==> config.mk <==
export PLATFORM = sky130hd
export DESIGN_NAME = ldl_rr_dispatch_v1
export DESIGN_NICKNAME = d
export VERILOG_FILES = /design/src/rtl/ldl_rr_dispatch_pkg.sv /design/src/rtl/ldl_rr_credit_ctr_v1.sv /design/src/rtl/ldl_rr_dispatch_v1.sv
export SDC_FILE = /design/constraint.sdc
export NUM_CORES = 1
export LEC_CHECK = 0
export CORE_UTILIZATION = 46
export CTS_CLUSTER_SIZE = 12
export DETAILED_ROUTE_END_ITERATION = 8
export PLACE_DENSITY = 0.82
export SLEW_MARGIN = 0
export SYNTH_ARGS = -nofsm -noshare
export SYNTH_HDL_FRONTEND = slang
export SYNTH_SLANG_ARGS = --single-unit
==> constraint.sdc <==
create_clock -name clk -period 2.5 [get_ports clk]
set_input_delay 0.5 -clock clk [delete_from_list [all_inputs] [get_ports clk]]
set_output_delay 0.5 -clock clk [all_outputs]
set_load 0.005 [all_outputs]
==> src/rtl/ldl_rr_dispatch_pkg.sv <==
// Shared types, credit limits and the rotate-priority selector for the round-robin dispatcher.
// Optional overflow checking in the top is enabled with LDL_RR_DISPATCH_OVF_CHK_EN.
package ldl_rr_dispatch_pkg;

    localparam int DEF_CREDIT_WIDTH = 2;
    localparam int MAX_BIN          = 6;
    localparam int MAX_REQ          = 1 << MAX_BIN;

    function automatic int credit_max(input int width);
        return (1 << width) - 1;
    endfunction

    localparam int CREDIT_MAX = credit_max(DEF_CREDIT_WIDTH);

    typedef logic [DEF_CREDIT_WIDTH-1:0] credit_t;

    // Returns {found, sel}: lowest eligible index above ptr, else lowest eligible overall.
    function automatic logic [MAX_BIN:0] rr_select(
        input logic [MAX_BIN-1:0] ptr,
        input logic [MAX_REQ-1:0] elig
    );
        logic [MAX_REQ-1:0] hi;
        logic [MAX_BIN-1:0] sel_hi;
        logic [MAX_BIN-1:0] sel_lo;
        logic               found_hi;
        logic               found_lo;
        hi       = '0;
        sel_hi   = '0;
        sel_lo   = '0;
        found_hi = 1'b0;
        found_lo = 1'b0;
        for (int i = 0; i < MAX_REQ; i++) begin
            hi[i] = elig[i] && (i > int'(ptr));
        end
        for (int i = MAX_REQ - 1; i >= 0; i--) begin
            if (hi[i]) begin
                sel_hi   = MAX_BIN'(i);
                found_hi = 1'b1;
            end
            if (elig[i]) begin
                sel_lo   = MAX_BIN'(i);
                found_lo = 1'b1;
            end
        end
        return found_hi ? {1'b1, sel_hi} : {found_lo, sel_lo};
    endfunction

endpackage

==> src/rtl/ldl_rr_credit_ctr_v1.sv <==
// One saturating up/down credit counter with a nonzero flag and an overflow pulse.
module ldl_rr_credit_ctr_v1
    import ldl_rr_dispatch_pkg::*;
#(
    parameter int CREDIT_WIDTH = 2,
    parameter int CREDIT_INIT  = 3
) (
    input  logic clk,
    input  logic rst,
    input  logic dec_i,
    input  logic inc_i,
    output logic nz_o,
    output logic ovf_o
);

    localparam logic [CREDIT_WIDTH-1:0] MAX  = CREDIT_WIDTH'(credit_max(CREDIT_WIDTH));
    localparam logic [CREDIT_WIDTH-1:0] INIT = CREDIT_WIDTH'(CREDIT_INIT);

    logic [CREDIT_WIDTH-1:0] cnt_q;
    logic [CREDIT_WIDTH-1:0] cnt_d;

    // A return and a decrement in the same cycle cancel; a lone return at max is dropped.
    always_comb begin
        cnt_d = cnt_q;
        if (dec_i && !inc_i) begin
            cnt_d = cnt_q - 1'b1;
        end else if (inc_i && !dec_i && (cnt_q != MAX)) begin
            cnt_d = cnt_q + 1'b1;
        end
    end

    always_ff @(posedge clk) begin
        if (rst) begin
            cnt_q <= INIT;
        end else begin
            cnt_q <= cnt_d;
        end
    end

    assign nz_o  = (cnt_q != '0);
    assign ovf_o = inc_i && !dec_i && (cnt_q == MAX);

endmodule

==> src/rtl/ldl_rr_dispatch_v1.sv <==
// Credit-gated round-robin dispatcher: one input stream to REQ_WIDTH consumers via a registered beat.
// Define LDL_RR_DISPATCH_OVF_CHK_EN to add the sticky ovf_err credit-overflow output.
module ldl_rr_dispatch_v1
    import ldl_rr_dispatch_pkg::*;
#(
    parameter int BIN_WIDTH    = 3,
    parameter int REQ_WIDTH    = 1 << BIN_WIDTH,
    parameter int DATA_WIDTH   = 32,
    parameter int CREDIT_WIDTH = 2,
    parameter int CREDIT_INIT  = 3
) (
    input  logic                  clk,
    input  logic                  rst,
    input  logic                  in_valid,
    output logic                  in_ready,
    input  logic [DATA_WIDTH-1:0] in_data,
    input  logic [REQ_WIDTH-1:0]  cred_ret,
    output logic                  out_valid,
    input  logic                  out_ready,
    output logic [DATA_WIDTH-1:0] out_data,
    output logic [BIN_WIDTH-1:0]  out_bin,
    output logic [REQ_WIDTH-1:0]  out_hot,
    output logic [REQ_WIDTH-1:0]  credit_avail
`ifdef LDL_RR_DISPATCH_OVF_CHK_EN
    ,
    output logic                  ovf_err
`endif
);

    logic                  out_valid_q, out_valid_d;
    logic [DATA_WIDTH-1:0] out_data_q,  out_data_d;
    logic [BIN_WIDTH-1:0]  out_bin_q,   out_bin_d;

    logic [REQ_WIDTH-1:0]  elig;
    logic [REQ_WIDTH-1:0]  dec;
    logic [REQ_WIDTH-1:0]  ovf_pulse;
    logic [MAX_REQ-1:0]    elig_ext;
    logic [MAX_BIN-1:0]    ptr_ext;
    logic [MAX_BIN:0]      pick;
    logic [BIN_WIDTH-1:0]  sel;
    logic                  found;
    logic                  load;

    // Eligibility comes from registered counts, so a credit returned this cycle waits one clock.
    assign elig = credit_avail;

    always_comb begin
        elig_ext                = '0;
        elig_ext[REQ_WIDTH-1:0] = elig;
        ptr_ext                 = '0;
        ptr_ext[BIN_WIDTH-1:0]  = out_bin_q;
    end

    assign pick     = rr_select(ptr_ext, elig_ext);
    assign found    = pick[MAX_BIN];
    assign sel      = pick[BIN_WIDTH-1:0];
    assign in_ready = !rst && (!out_valid_q || out_ready) && found;
    assign load     = in_valid && in_ready;

    always_comb begin
        dec = '0;
        if (load) begin
            dec[sel] = 1'b1;
        end
    end

    always_comb begin
        out_valid_d = out_valid_q;
        out_data_d  = out_data_q;
        out_bin_d   = out_bin_q;
        if (load) begin
            out_valid_d = 1'b1;
            out_data_d  = in_data;
            out_bin_d   = sel;
        end else if (out_ready) begin
            out_valid_d = 1'b0;
        end
    end

    // The pointer starts at the top index so the first dispatch lands on consumer 0.
    always_ff @(posedge clk) begin
        if (rst) begin
            out_valid_q <= 1'b0;
            out_data_q  <= '0;
            out_bin_q   <= BIN_WIDTH'(REQ_WIDTH - 1);
        end else begin
            out_valid_q <= out_valid_d;
            out_data_q  <= out_data_d;
            out_bin_q   <= out_bin_d;
        end
    end

    for (genvar g = 0; g < REQ_WIDTH; g++) begin : g_ctr
        ldl_rr_credit_ctr_v1 #(
            .CREDIT_WIDTH (CREDIT_WIDTH),
            .CREDIT_INIT  (CREDIT_INIT)
        ) u_ctr (
            .clk   (clk),
            .rst   (rst),
            .dec_i (dec[g]),
            .inc_i (cred_ret[g]),
            .nz_o  (credit_avail[g]),
            .ovf_o (ovf_pulse[g])
        );
    end

`ifdef LDL_RR_DISPATCH_OVF_CHK_EN
    logic ovf_q;

    always_ff @(posedge clk) begin
        if (rst) begin
            ovf_q <= 1'b0;
        end else if (|ovf_pulse) begin
            ovf_q <= 1'b1;
        end
    end

    assign ovf_err = ovf_q;
`else
    logic unused_ovf;
    assign unused_ovf = |ovf_pulse;
`endif

    assign out_valid = out_valid_q;
    assign out_data  = out_data_q;
    assign out_bin   = out_bin_q;
    assign out_hot   = out_valid_q ? (REQ_WIDTH'(1) << out_bin_q) : '0;

endmodule

# After elaboration in Yosys (flattened, before gate mapping)
# Cells that the tools add are included.
dict set report classes {
  n_addsub 16
  order_cmp 9
  eq_ne 8
  n_shift 1
  n_mux 53
  reduce_logical 71
}
# cell count
set op_table {}
lappend op_table {{two-way mux 6 bit} 9}
lappend op_table {{logical AND 1 bit} 35}
lappend op_table {{nonzero test 2 bit} 17}
lappend op_table {{two-way mux 2 bit} 16}
lappend op_table {{logical NOT 1 bit} 18}
lappend op_table {{two-way mux 1 bit} 18}
lappend op_table {{two-way mux 3 bit} 6}
lappend op_table {{adder 2 x 1 -> 2 bit, second input constant} 8}
lappend op_table {{two-way mux 8 bit} 2}
lappend op_table {{inequality test 2 bit, second input constant} 8}
lappend op_table {{subtractor 2 x 1 -> 2 bit, second input constant} 8}
lappend op_table {{greater-than comparator 3 bit, first input constant} 4}
lappend op_table {{<< shifter 1 x 3 -> 8 bit, first input constant} 1}
lappend op_table {{two-way mux 7 bit} 1}
lappend op_table {{greater-than comparator 2 x 3 -> 1 bit, first input constant} 2}
lappend op_table {{< comparator 3 x 4 -> 1 bit, second input constant} 1}
lappend op_table {{demux 1 bit (select 3 bit)} 1}
lappend op_table {{>= comparator 3 x 1 -> 1 bit, second input constant} 1}
lappend op_table {{greater-than comparator 1 x 3 -> 1 bit, first input constant} 1}
lappend op_table {{logical OR 1 bit} 1}
dict set report word_totals {
  ff_bits 52
  in_bits 44
  out_inout_bits 53
  word_cells 169
}

# Logic depth before layout (Yosys ltp)
# Gate-level depths: netlist of run 1.
dict set report depth {
  depth_word 20
  ltp_mapped 9
  mapped_depth_nobuf 8
}

# Modules after synthesis
# From an unflattened synthesis of run 1, not the netlist that was laid out.
dict set report unflattened {
  cells_unflattened 335
  hier_area_um2 2603.7
}
# module n_inst cells_each area_per_inst_um2 seq_area_each_um2
set modules_own_cells {}
lappend modules_own_cells {ldl_rr_dispatch_v1 1 223 1652.8 720.7}
lappend modules_own_cells {ldl_rr_credit_ctr_v1 8 14 118.9 40.0}

# Worst setup path after synthesis of run 1
# Ideal clock, no wire load.
dict set report synth_timing {
  kind {reg2reg}
  start {register out_bin_q[0] (netlist: out_bin[0])}
  end {register g_ctr[1].u_ctr.cnt_q[0]}
  setup_time_ns 0.124
  arrival_time_ns 2.142
  required_ns 2.376
  path_slack_ns 0.234
  path_stages_with_launch 9
  path_buffers 1
  period_less_slack_ns 2.266
  path_cell_list {dfxtp_1 buf_2 or2_4 o221ai_1 nand2_1 o211a_1 or4_4 nor4b_2 nor3_2}
}
dict set report synth_between {
  elab_chain_cells 19
  word_cells_on_any_way 43
  classes_between {order compare: 9; mux: 19; reduce/logical: 15}
}
# item line
set synth_lines {}
lappend synth_lines {{from (decl)} ldl_rr_dispatch_v1.sv:32} ;# logic [BIN_WIDTH-1:0] out_bin_q, out_bin_d;
lappend synth_lines {{from (signal assigned)} ldl_rr_dispatch_v1.sv:85} ;# out_bin_q <= BIN_WIDTH'(REQ_WIDTH - 1);
lappend synth_lines {{from (signal assigned)} ldl_rr_dispatch_v1.sv:89} ;# out_bin_q <= out_bin_d;
lappend synth_lines {{greater-than comparator 3 bit} ldl_rr_dispatch_pkg.sv:33} ;# hi[i] = elig[i] && (i > int'(ptr));
lappend synth_lines {{logical AND 1 bit} ldl_rr_dispatch_pkg.sv:33}
lappend synth_lines {{two-way mux 3 bit / two-way mux 1 bit (equally long branches) (3 in series)} ldl_rr_dispatch_pkg.sv:36} ;# if (hi[i]) begin
lappend synth_lines {{two-way mux 6 bit / two-way mux 1 bit (equally long branches) (4 in series)} ldl_rr_dispatch_pkg.sv:36}
lappend synth_lines {{two-way mux 7 bit (*)} ldl_rr_dispatch_pkg.sv:45} ;# return found_hi ? {1'b1, sel_hi} : {found_lo, sel_lo};
lappend synth_lines {{< comparator 3 x 4 -> 1 bit (implied by the code) / >= comparator 3 x 1 -> 1 bit (equally long branches)} ldl_rr_dispatch_v1.sv:63} ;# dec[sel] = 1'b1;
lappend synth_lines {{logical AND 1 bit (implied by the code)} ldl_rr_dispatch_v1.sv:63}
lappend synth_lines {{two-way mux 1 bit (implied by the code)} ldl_rr_dispatch_v1.sv:63}
lappend synth_lines {{demux 1 bit (select 3 bit)} ldl_rr_dispatch_v1.sv:63}
lappend synth_lines {{two-way mux 8 bit (*)} ldl_rr_dispatch_v1.sv:62} ;# if (load) begin
lappend synth_lines {{logical NOT 1 bit} ldl_rr_credit_ctr_v1.sv:27} ;# end else if (inc_i && !dec_i && (cnt_q != MAX)) begin
lappend synth_lines {{logical AND 1 bit (2 in series)} ldl_rr_credit_ctr_v1.sv:27}
lappend synth_lines {{nonzero test 2 bit (no source line)} --}
lappend synth_lines {{to (signal assigned)} ldl_rr_credit_ctr_v1.sv:36} ;# cnt_q <= cnt_d;
lappend synth_lines {{to (decl)} ldl_rr_credit_ctr_v1.sv:19} ;# logic [CREDIT_WIDTH-1:0] cnt_q;
# Mark *: on every way between the ends. The rest lies on a longest branch, timed or not.
# A chain may end at the register's enable or synchronous reset.

# Worst setup path in the final report of run 1
dict set report layout_timing {
  start {register g_ctr[4].u_ctr.cnt_q[1]}
  end {register g_ctr[7].u_ctr.cnt_q[0]}
}
dict set report layout_between {
  elab_chain_cells 16
  word_cells_on_any_way 35
  classes_between {order compare: 2; mux: 23; reduce/logical: 10}
}
# item line
set layout_lines {}
lappend layout_lines {{from (decl)} ldl_rr_credit_ctr_v1.sv:19}
lappend layout_lines {{from (signal assigned)} ldl_rr_credit_ctr_v1.sv:36}
lappend layout_lines {{nonzero test 2 bit (*)} ldl_rr_credit_ctr_v1.sv:40} ;# assign nz_o = (cnt_q != '0);
lappend layout_lines {{two-way mux 6 bit / logical AND 1 bit (equally long branches)} {ldl_rr_dispatch_pkg.sv:40, ldl_rr_dispatch_pkg.sv:33}}
lappend layout_lines {{two-way mux 6 bit (tied with other cells) (4 in series)} ldl_rr_dispatch_pkg.sv:40} ;# if (elig[i]) begin
lappend layout_lines {{two-way mux 7 bit (*)} ldl_rr_dispatch_pkg.sv:45}
lappend layout_lines {{< comparator 3 x 4 -> 1 bit (implied by the code) / >= comparator 3 x 1 -> 1 bit (equally long branches)} ldl_rr_dispatch_v1.sv:63}
lappend layout_lines {{logical AND 1 bit (implied by the code)} ldl_rr_dispatch_v1.sv:63}
lappend layout_lines {{two-way mux 1 bit (implied by the code)} ldl_rr_dispatch_v1.sv:63}
lappend layout_lines {{demux 1 bit (select 3 bit)} ldl_rr_dispatch_v1.sv:63}
lappend layout_lines {{two-way mux 8 bit (*)} ldl_rr_dispatch_v1.sv:62}
lappend layout_lines {{logical NOT 1 bit} ldl_rr_credit_ctr_v1.sv:27}
lappend layout_lines {{logical AND 1 bit (2 in series)} ldl_rr_credit_ctr_v1.sv:27}
lappend layout_lines {{nonzero test 2 bit (no source line)} --}
lappend layout_lines {{to (signal assigned)} ldl_rr_credit_ctr_v1.sv:36}
lappend layout_lines {{to (decl)} ldl_rr_credit_ctr_v1.sv:19}
# Marks and branches as above.

==> out/qor.yml, run 1 <==
first_pass_iters: 4
area_delta_synth_final_pct: 42.27
fmax_mhz: 396.7
yosys.area.top_type: "dfxtp_1"
vias_per_cell: 5.606
port-buffer-count: 96
drt_iter0_markers: 204
clk_pin_slew_ns: 0.09
grt_max_degree: 64
slowest_stage: "or4_4"
clk_latency_ns: 0.31
grt_pass1_wl_um: 12430
timing_worst_setup_path_type: "flop to flop"
max_slew_margin_pct: 58.51
r2r_slack_ns: -0.02
synth_cells: 358
synthesis.area_mm2: 0.002818
finalHoldViolCount: 0
muxShareOfSynthArea_pct: 0
wl_um: 7563
ys_seq_area_share_pct: 36.94
slowest_delay_ns: 0.58
slew_viol_final: 0
synth_top_family_by_area: "simple AND/OR/NAND/NOR gates"
die_x_um: 80.27
rsz0062_at_grt: "true"
whs_endpoint: "out_data[25]$_SDFFE_PP0P_"
min_path_type: "flop to flop"
remaining_drc_errors: 0
clk_path_buf_depth: 2
worstReg2RegStart: "g_ctr[4].u_ctr.cnt_q[1]$_SDFFE_PP1P_"
nNetsFinal: 493
synthFlopType: "dfxtp_1"
synth-xor-area-share_pct: 0
yosysWarnings: 0
grtUsageTotal_pct: 24.51
ctsRootBufferMaster: "clkbuf_8"
worst_slack_ns: -0.02056
core_area_mm2: 0.005921
antenna_found_initial: 0
vias: 2943
seq_area_mm2: 0.001052
cts_buffers: 5
htreeDepth: 2
clock_sinks: 52
worst_pin_slew_ns: 0.6223
ioPinCount: 97
crit_top_cell: "or4_4"
synth_edf_count: 0
netlist.area_leader.share_pct: 36.94
hpwl_um: 5454
grt_pass1_vias: 2776
dieArea_mm2: 0.006442
multi_input_area_mm2: 0.001639
synthAdderAreaFrac_pct: 0
synth_cell_type_count: 62
status: "finished with violations"
violations: "setup timing"
clock-skew-final_ns: 0.005857
grt.overflow.total: 0
die-height_um: 80.27
finalSetupTns_ns: -0.02056
wl_per_cell_um: 14.41
crit_fanout: 5
timing.final.crit_share_pct: 100.8
drive_gt1_share_pct: 14.67
crit_start: "g_ctr[4].u_ctr.cnt_q[1]$_SDFFE_PP1P_"
synth_area_leaders: "dfxtp_1 (37%), nand2_1 (11%), a21oi_1 (8.5%), nor2_1 (3.7%), buf_4 (2.4%)"
fin_hold_ws_ns: 0.4583
diodes: 0
synth_seq_cells: 52
synth-simple-area-share_pct: 30.99
min_period_ns: 2.521
n_fill_cell: 498
crit_arrival_ns: 2.71
start_util_pct: 47.59
cap_violations: 0
synth-compound-area-share_pct: 25.27
cts_tree: "built"
powerDensity_mw_per_mm2: 479.4
crit_required_ns: 2.69
gp_congestion: 0.9961
ir_drop_mv: 0.4038
cp_cell_sequence: "or4_4 > o21ai_1 > o2bb2ai_1 > a21oi_1 > or4_4 > nor4b_1 > nor3_1"
rr_worst_depth: 7
hold_start: "out_data[25]$_SDFFE_PP0P_"
syn_area_per_cell_um2: 7.871
cp-end-kind: "flop"
p_leak_nw: 1.414
syn-num-nets: 402
r2r_end: "g_ctr[7].u_ctr.cnt_q[0]$_SDFFE_PP1P_"
drtAntennaViolNets: 0
async_flop_share_pct: 0
rows: 28
startpoint_type: "flop"
setup_violations: 1
min_path_cells: 2
[metrics by stage]
step / total power, mW / utilization [%] / instances / setup WS, ns / area [um^2]
floorplan: 1.132 / - / 358 / 0.2343 / 2818
global placement: 1.316 / 64.24 / 513 / 0.06384 / 3804
detailed placement: 1.327 / 64.24 / 513 / -0.03917 / 3804
CTS: 1.907 / 66.93 / 524 / 0.03668 / 3963
global route: 2.013 / 67.71 / 525 / -0.09306 / 4009
finish: 1.922 / 67.71 / 525 / -0.02056 / 4009
[routing by layer]
| layer | vias up | routed length [um] | GRT usage, % |
|---|---|---|---|
| met5 | - | 0 | 0 |
| met4 | 0 | 179 | 10.36 |
| met3 | 18 | 607 | 6.705 |
| met2 | 107 | 3666 | 40.68 |
| met1 | 1374 | 3110 | 29.65 |
| li1 | 1444 | - | - |
[state kept, by name, summed over array words and instances (netlist names)]
signal / count
out_valid: 1
out_bin: 3
out_data: 32
g_ctr.u_ctr.cnt_q: 16
[power breakdown]
group	internal (mW)	total (mW)	switching (mW)
registers	0.862	0.892	0.0303
clock network	0.303	0.586	0.283
logic	0.223	0.444	0.221
[worst max-delay path: cells and delay by family (launching register included)]
kind / cells / cell delay, ns
compound gates: 3 / 0.54
simple gates: 4 / 1.53
flops: 1 / 0.35
[placed cells by master, fill, tap and decap left out, types with 3 or more instances in the layout]
cell type and instances:
a21boi_0 4, a21o_1 3, a21oi_1 47, a311oi_1 4, and3b_1 3, buf_4 15, clkbuf_8 5, clkdlybuf4s50_1 94
dfxtp_1 45, dfxtp_2 6, inv_1 10, nand2_1 79, nand2b_1 3, nand3_1 3, nand4b_1 4, nor2_1 28
nor2b_1 3, nor3_1 4, nor3b_1 4, nor4_2 3, o211ai_1 4, o21ai_0 5, o22ai_1 5, or2_2 5
or3_1 5, or4_4 5
[cell type report]
class / count / share of cell area [%]
Timing Repair Buffer: 111 / 26.62
Clock inverter: 2 / 0.9675
Multi-Input combinational cell: 267 / 40.89
Inverter: 12 / 1.124
Clock buffer: 6 / 1.810
Tap cell: 75 / 2.341
Sequential cell: 52 / 26.25
[worst max path at each step]
stage	end	cells after the start
after floorplan	g_ctr[1].u_ctr.cnt_q[0]$_SDFFE_PP1P_	8
after global placement	g_ctr[1].u_ctr.cnt_q[0]$_SDFFE_PP1P_	8
after detailed placement	g_ctr[3].u_ctr.cnt_q[1]$_SDFFE_PP1P_	9
after CTS	g_ctr[7].u_ctr.cnt_q[0]$_SDFFE_PP1P_	7
after global routing	g_ctr[7].u_ctr.cnt_q[0]$_SDFFE_PP1P_	7
final	g_ctr[7].u_ctr.cnt_q[0]$_SDFFE_PP1P_	7
[kinds of logic (layout without fill, tap and decap cells)]
logic type	Yosys count	count (layout)
simple gates	166	166
compound gates	101	101
flops	52	52
buf+inv	39	131
[synthesized netlist by cell type (2+ instances only)]
master	count
nor2_1	28
a2111oi_4	2
nor3_1	4
inv_1	10
buf_4	9
nand2_1	79
o221ai_1	3
nand2b_1	3
dfxtp_1	52
nor3b_1	4
nand4b_1	4
buf_2	9
nand4_1	2
nor3_2	2
nor4_1	3
o21ai_0	5
or2_2	5
clkbuf_1	9
a2bb2oi_1	2
nor4b_2	2
a21o_1	3
and3b_1	3
o21a_1	2
or3_1	5
a21boi_0	4
or2_1	2
a311oi_1	4
a211oi_1	2
a21oi_1	48
nand3_1	3
o22ai_1	5
nor2b_1	3
o211ai_1	4
or4_4	5
[repair_timing]
action,CTS,global route
buffers inserted,3,1
hold buffers,0,0
pin swaps,2,2
endpoints found under the setup margin,2,12
gates resized for setup,8,9
No activity file was read; power rests on OpenSTA's default activity.
==> inputs of run 2 (changes only) <==
--- a/config.mk
+++ b/config.mk
@@ -5,10 +5,10 @@
 export SDC_FILE = /design/constraint.sdc
 export NUM_CORES = 1
 export LEC_CHECK = 0
-export CORE_UTILIZATION = 46
+export CORE_UTILIZATION = 40
 export CTS_CLUSTER_SIZE = 12
 export DETAILED_ROUTE_END_ITERATION = 8
-export PLACE_DENSITY = 0.82
+export PLACE_DENSITY = 0.73
 export SLEW_MARGIN = 0
 export SYNTH_ARGS = -nofsm -noshare
 export SYNTH_HDL_FRONTEND = slang
==> run 2 against run 1 <==
  * The flow now finishes without violations
  * Combinational power decreased by 1%
  * Register-to-register slack improved by 0.05 ns
  * Utilization down 8.1 points
  * Clock power rose by 16%
  * First-iteration DRC count decreased by 41%
  * Die area is 15% higher
  * Hold slack worse by 0.0010 ns
  * Final area increased by 1.0%
  * Critical endpoint is now g_ctr[1].u_ctr.cnt_q[0]$_SDFFE_PP1P_
==> out/qor.yml, run 2 (synthesized netlist as in run 1, its figures left out) <==
status: "completed"  # was finished with violations
startpoint_type: "flop"  # unchanged
clk_path_buf_depth: 2  # unchanged
final_cell_mix: "clkdlybuf4s50_1 (94), nand2_1 (79), a21oi_1 (48)"  # was clkdlybuf4s50_1 (94), nand2_1 (79), a21oi_1 (47)
clk_pin_slew_ns: 0.09  # about the same
p_leak_nw: 1.431  # was 1.414 nW
cts_buffers: 5  # unchanged
fin_util_pct: 59.61  # was 67.71%
r2r_end: "g_ctr[1].u_ctr.cnt_q[0]$_SDFFE_PP1P_"  # was g_ctr[7].u_ctr.cnt_q[0]$_SDFFE_PP1P_
crit_fanout: 7  # was 5
core_area_mm2: 0.006794  # was 0.005921 mm^2
die_x_um: 85.93  # was 80.27 um
area_delta_synth_final_pct: 43.74  # was 42.27%
grtUsageTotal_pct: 20.73  # was 24.51%
setup_violations: 0  # was 1
placed_cells: 538  # was 513
finalSetupTns_ns: 0  # was -0.02056 ns
port-buffer-count: 96  # unchanged
max_slew_margin_pct: 58.05  # was 58.51%
worst_slack_ns: 0.02709  # was -0.02056 ns
die-height_um: 85.93  # was 80.27 um
min_period_ns: 2.473  # was 2.521 ns
diodes: 0  # unchanged
remaining_drc_errors: 0  # unchanged
vias: 2887  # was 2943
drtAntennaViolNets: 0  # unchanged
ctsRootBufferMaster: "clkbuf_8"  # unchanged
powerDensity_mw_per_mm2: 496.4  # was 479.4 mW/mm^2
clock-skew-final_ns: 0.006837  # was 0.005857 ns
crit_required_ns: 2.70  # was 2.69 ns
rr_worst_depth: 6  # was 7
grt_pass1_vias: 2715  # was 2776
rsz0062_at_grt: "true"  # unchanged
finalPower_mw: 2.010  # was 1.922 mW
layout_commonest_cell: "clkdlybuf4s50_1"  # unchanged
wl_um: 7612  # was 7563 um
clock_sinks: 52  # unchanged
whs_endpoint: "out_data[8]$_SDFFE_PP0P_"  # was out_data[25]$_SDFFE_PP0P_
fin_hold_ws_ns: 0.4573  # was 0.4583 ns
fin_area_mm2: 0.004050  # was 0.004009 mm^2
cts_tree: "built"  # unchanged
nNetsFinal: 495  # was 493
crit_arrival_ns: 2.67  # was 2.71 ns
clk_latency_ns: 0.30  # was 0.31 ns
worstReg2RegStart: "g_ctr[7].u_ctr.cnt_q[0]$_SDFFE_PP1P_"  # was g_ctr[4].u_ctr.cnt_q[1]$_SDFFE_PP1P_
hold_start: "out_data[8]$_SDFFE_PP0P_"  # was out_data[25]$_SDFFE_PP0P_
first_pass_iters: 4  # unchanged
grt.overflow.total: 0  # unchanged
hold_buffers: 0  # unchanged
min_path_type: "flop to flop"  # unchanged
htreeDepth: 2  # unchanged
antenna_found_initial: 0  # unchanged
wl_per_cell_um: 13.92  # was 14.41 um
vias_per_cell: 5.278  # was 5.606
worst_pin_slew_ns: 0.6293  # was 0.6223 ns
grt_pass1_wl_um: 12350  # was 12430 um
grt_max_degree: 64  # unchanged
rows: 30  # was 28
drt_iter0_markers: 120  # was 204
dp_slack_ns: -0.01009  # was -0.03917 ns
slew_viol_final: 0  # unchanged
largest_register_ffs: 32  # unchanged
timing_worst_setup_path_type: "flop to flop"  # unchanged
fmax_mhz: 404.4  # was 396.7 MHz
ir_drop_mv: 0.2874  # was 0.4038 mV
r2r_slack_ns: 0.03  # was -0.02 ns
layoutNonFillerInstCount: 547  # was 525
hpwl_um: 5498  # was 5454 um
cp-end-kind: "flop"  # unchanged
dieArea_mm2: 0.007384  # was 0.006442 mm^2
min_path_cells: 2  # unchanged
drive_gt1_share_pct: 15.08  # was 14.67%
timing.final.crit_share_pct: 98.92  # was 100.8%
place_area_mm2: 0.003860  # was 0.003804 mm^2
finalHoldViolCount: 0  # unchanged
cap_violations: 0  # unchanged
ioPinCount: 97  # unchanged
gp_congestion: 0.9011  # was 0.9961
start_util_pct: 41.47  # was 47.59%
run 2: worst max-delay path by stage:
stage                                         start                                    to  slack, ns  cells after the start
6_report       g_ctr[7].u_ctr.cnt_q[0]$_SDFFE_PP1P_  g_ctr[1].u_ctr.cnt_q[0]$_SDFFE_PP1P_       0.03                      6
5_1_grt        g_ctr[7].u_ctr.cnt_q[0]$_SDFFE_PP1P_  g_ctr[1].u_ctr.cnt_q[0]$_SDFFE_PP1P_      -0.02                      6
4_1_cts        g_ctr[3].u_ctr.cnt_q[1]$_SDFFE_PP1P_  g_ctr[2].u_ctr.cnt_q[1]$_SDFFE_PP1P_       0.04                      9
3_5_place_dp                              out_ready  g_ctr[5].u_ctr.cnt_q[0]$_SDFFE_PP1P_      -0.01                      8
3_3_place_gp                              out_ready  g_ctr[1].u_ctr.cnt_q[0]$_SDFFE_PP1P_       0.04                      8
2_1_floorplan               out_bin[0]$_SDFFE_PP1P_  g_ctr[1].u_ctr.cnt_q[0]$_SDFFE_PP1P_       0.23                      8
run 2: where the power goes:
group          switching, mW  leakage, nW  internal, mW
sequential            0.0313        0.421         0.863
clock                  0.283       0.0642         0.394
combinational          0.215        0.946         0.224
total                  0.529         1.43          1.48
run 2: timing repair:
action                                 in CTS  in global routing
pin swaps                                   2                  2
gates resized for setup                     3                 13
setup endpoints to repair                   1                 12
endpoints found under the hold margin       0                  0
setup buffers                               1                  1
run 2: critical path: stages (launching register included):
cell	delay (ns)
dfxtp_1	0.39
or4_4	0.59
o211ai_2	0.20
a32oi_2	0.22
or4_4	0.61
nor4b_2	0.30
nor3_2	0.06
run 2: layout make-up:
class | count | area, um^2
Clock inverter | 2 | 60.06
Tap cell | 96 | 120.1
Timing Repair Buffer | 113 | 1082
Clock buffer | 5 | 68.82
Inverter | 12 | 45.04
Multi-Input combinational cell | 267 | 1623
Fill cell | 621 | 2744
Sequential cell | 52 | 1051
run 2: metal layers:
metal	wire length, um	GRT usage [%]	up-vias
li1	-	-	1445
met1	3301	24.48	1345
met2	3562	34.34	86
met3	625	8.277	11
met4	123	6.667	0
met5	0	0	-
==> inputs of run 3 (changes only) <==
--- a/config.mk
+++ b/config.mk
@@ -5,10 +5,10 @@
 export SDC_FILE = /design/constraint.sdc
 export NUM_CORES = 1
 export LEC_CHECK = 0
-export CORE_UTILIZATION = 40
+export CORE_UTILIZATION = 46
 export CTS_CLUSTER_SIZE = 12
 export DETAILED_ROUTE_END_ITERATION = 8
-export PLACE_DENSITY = 0.73
+export PLACE_DENSITY = 0.82
 export SLEW_MARGIN = 0
 export SYNTH_ARGS = -nofsm -noshare
 export SYNTH_HDL_FRONTEND = slang
==> results of run 3 <==
The final DEF is identical to that of run 1; final timing and power are the same.
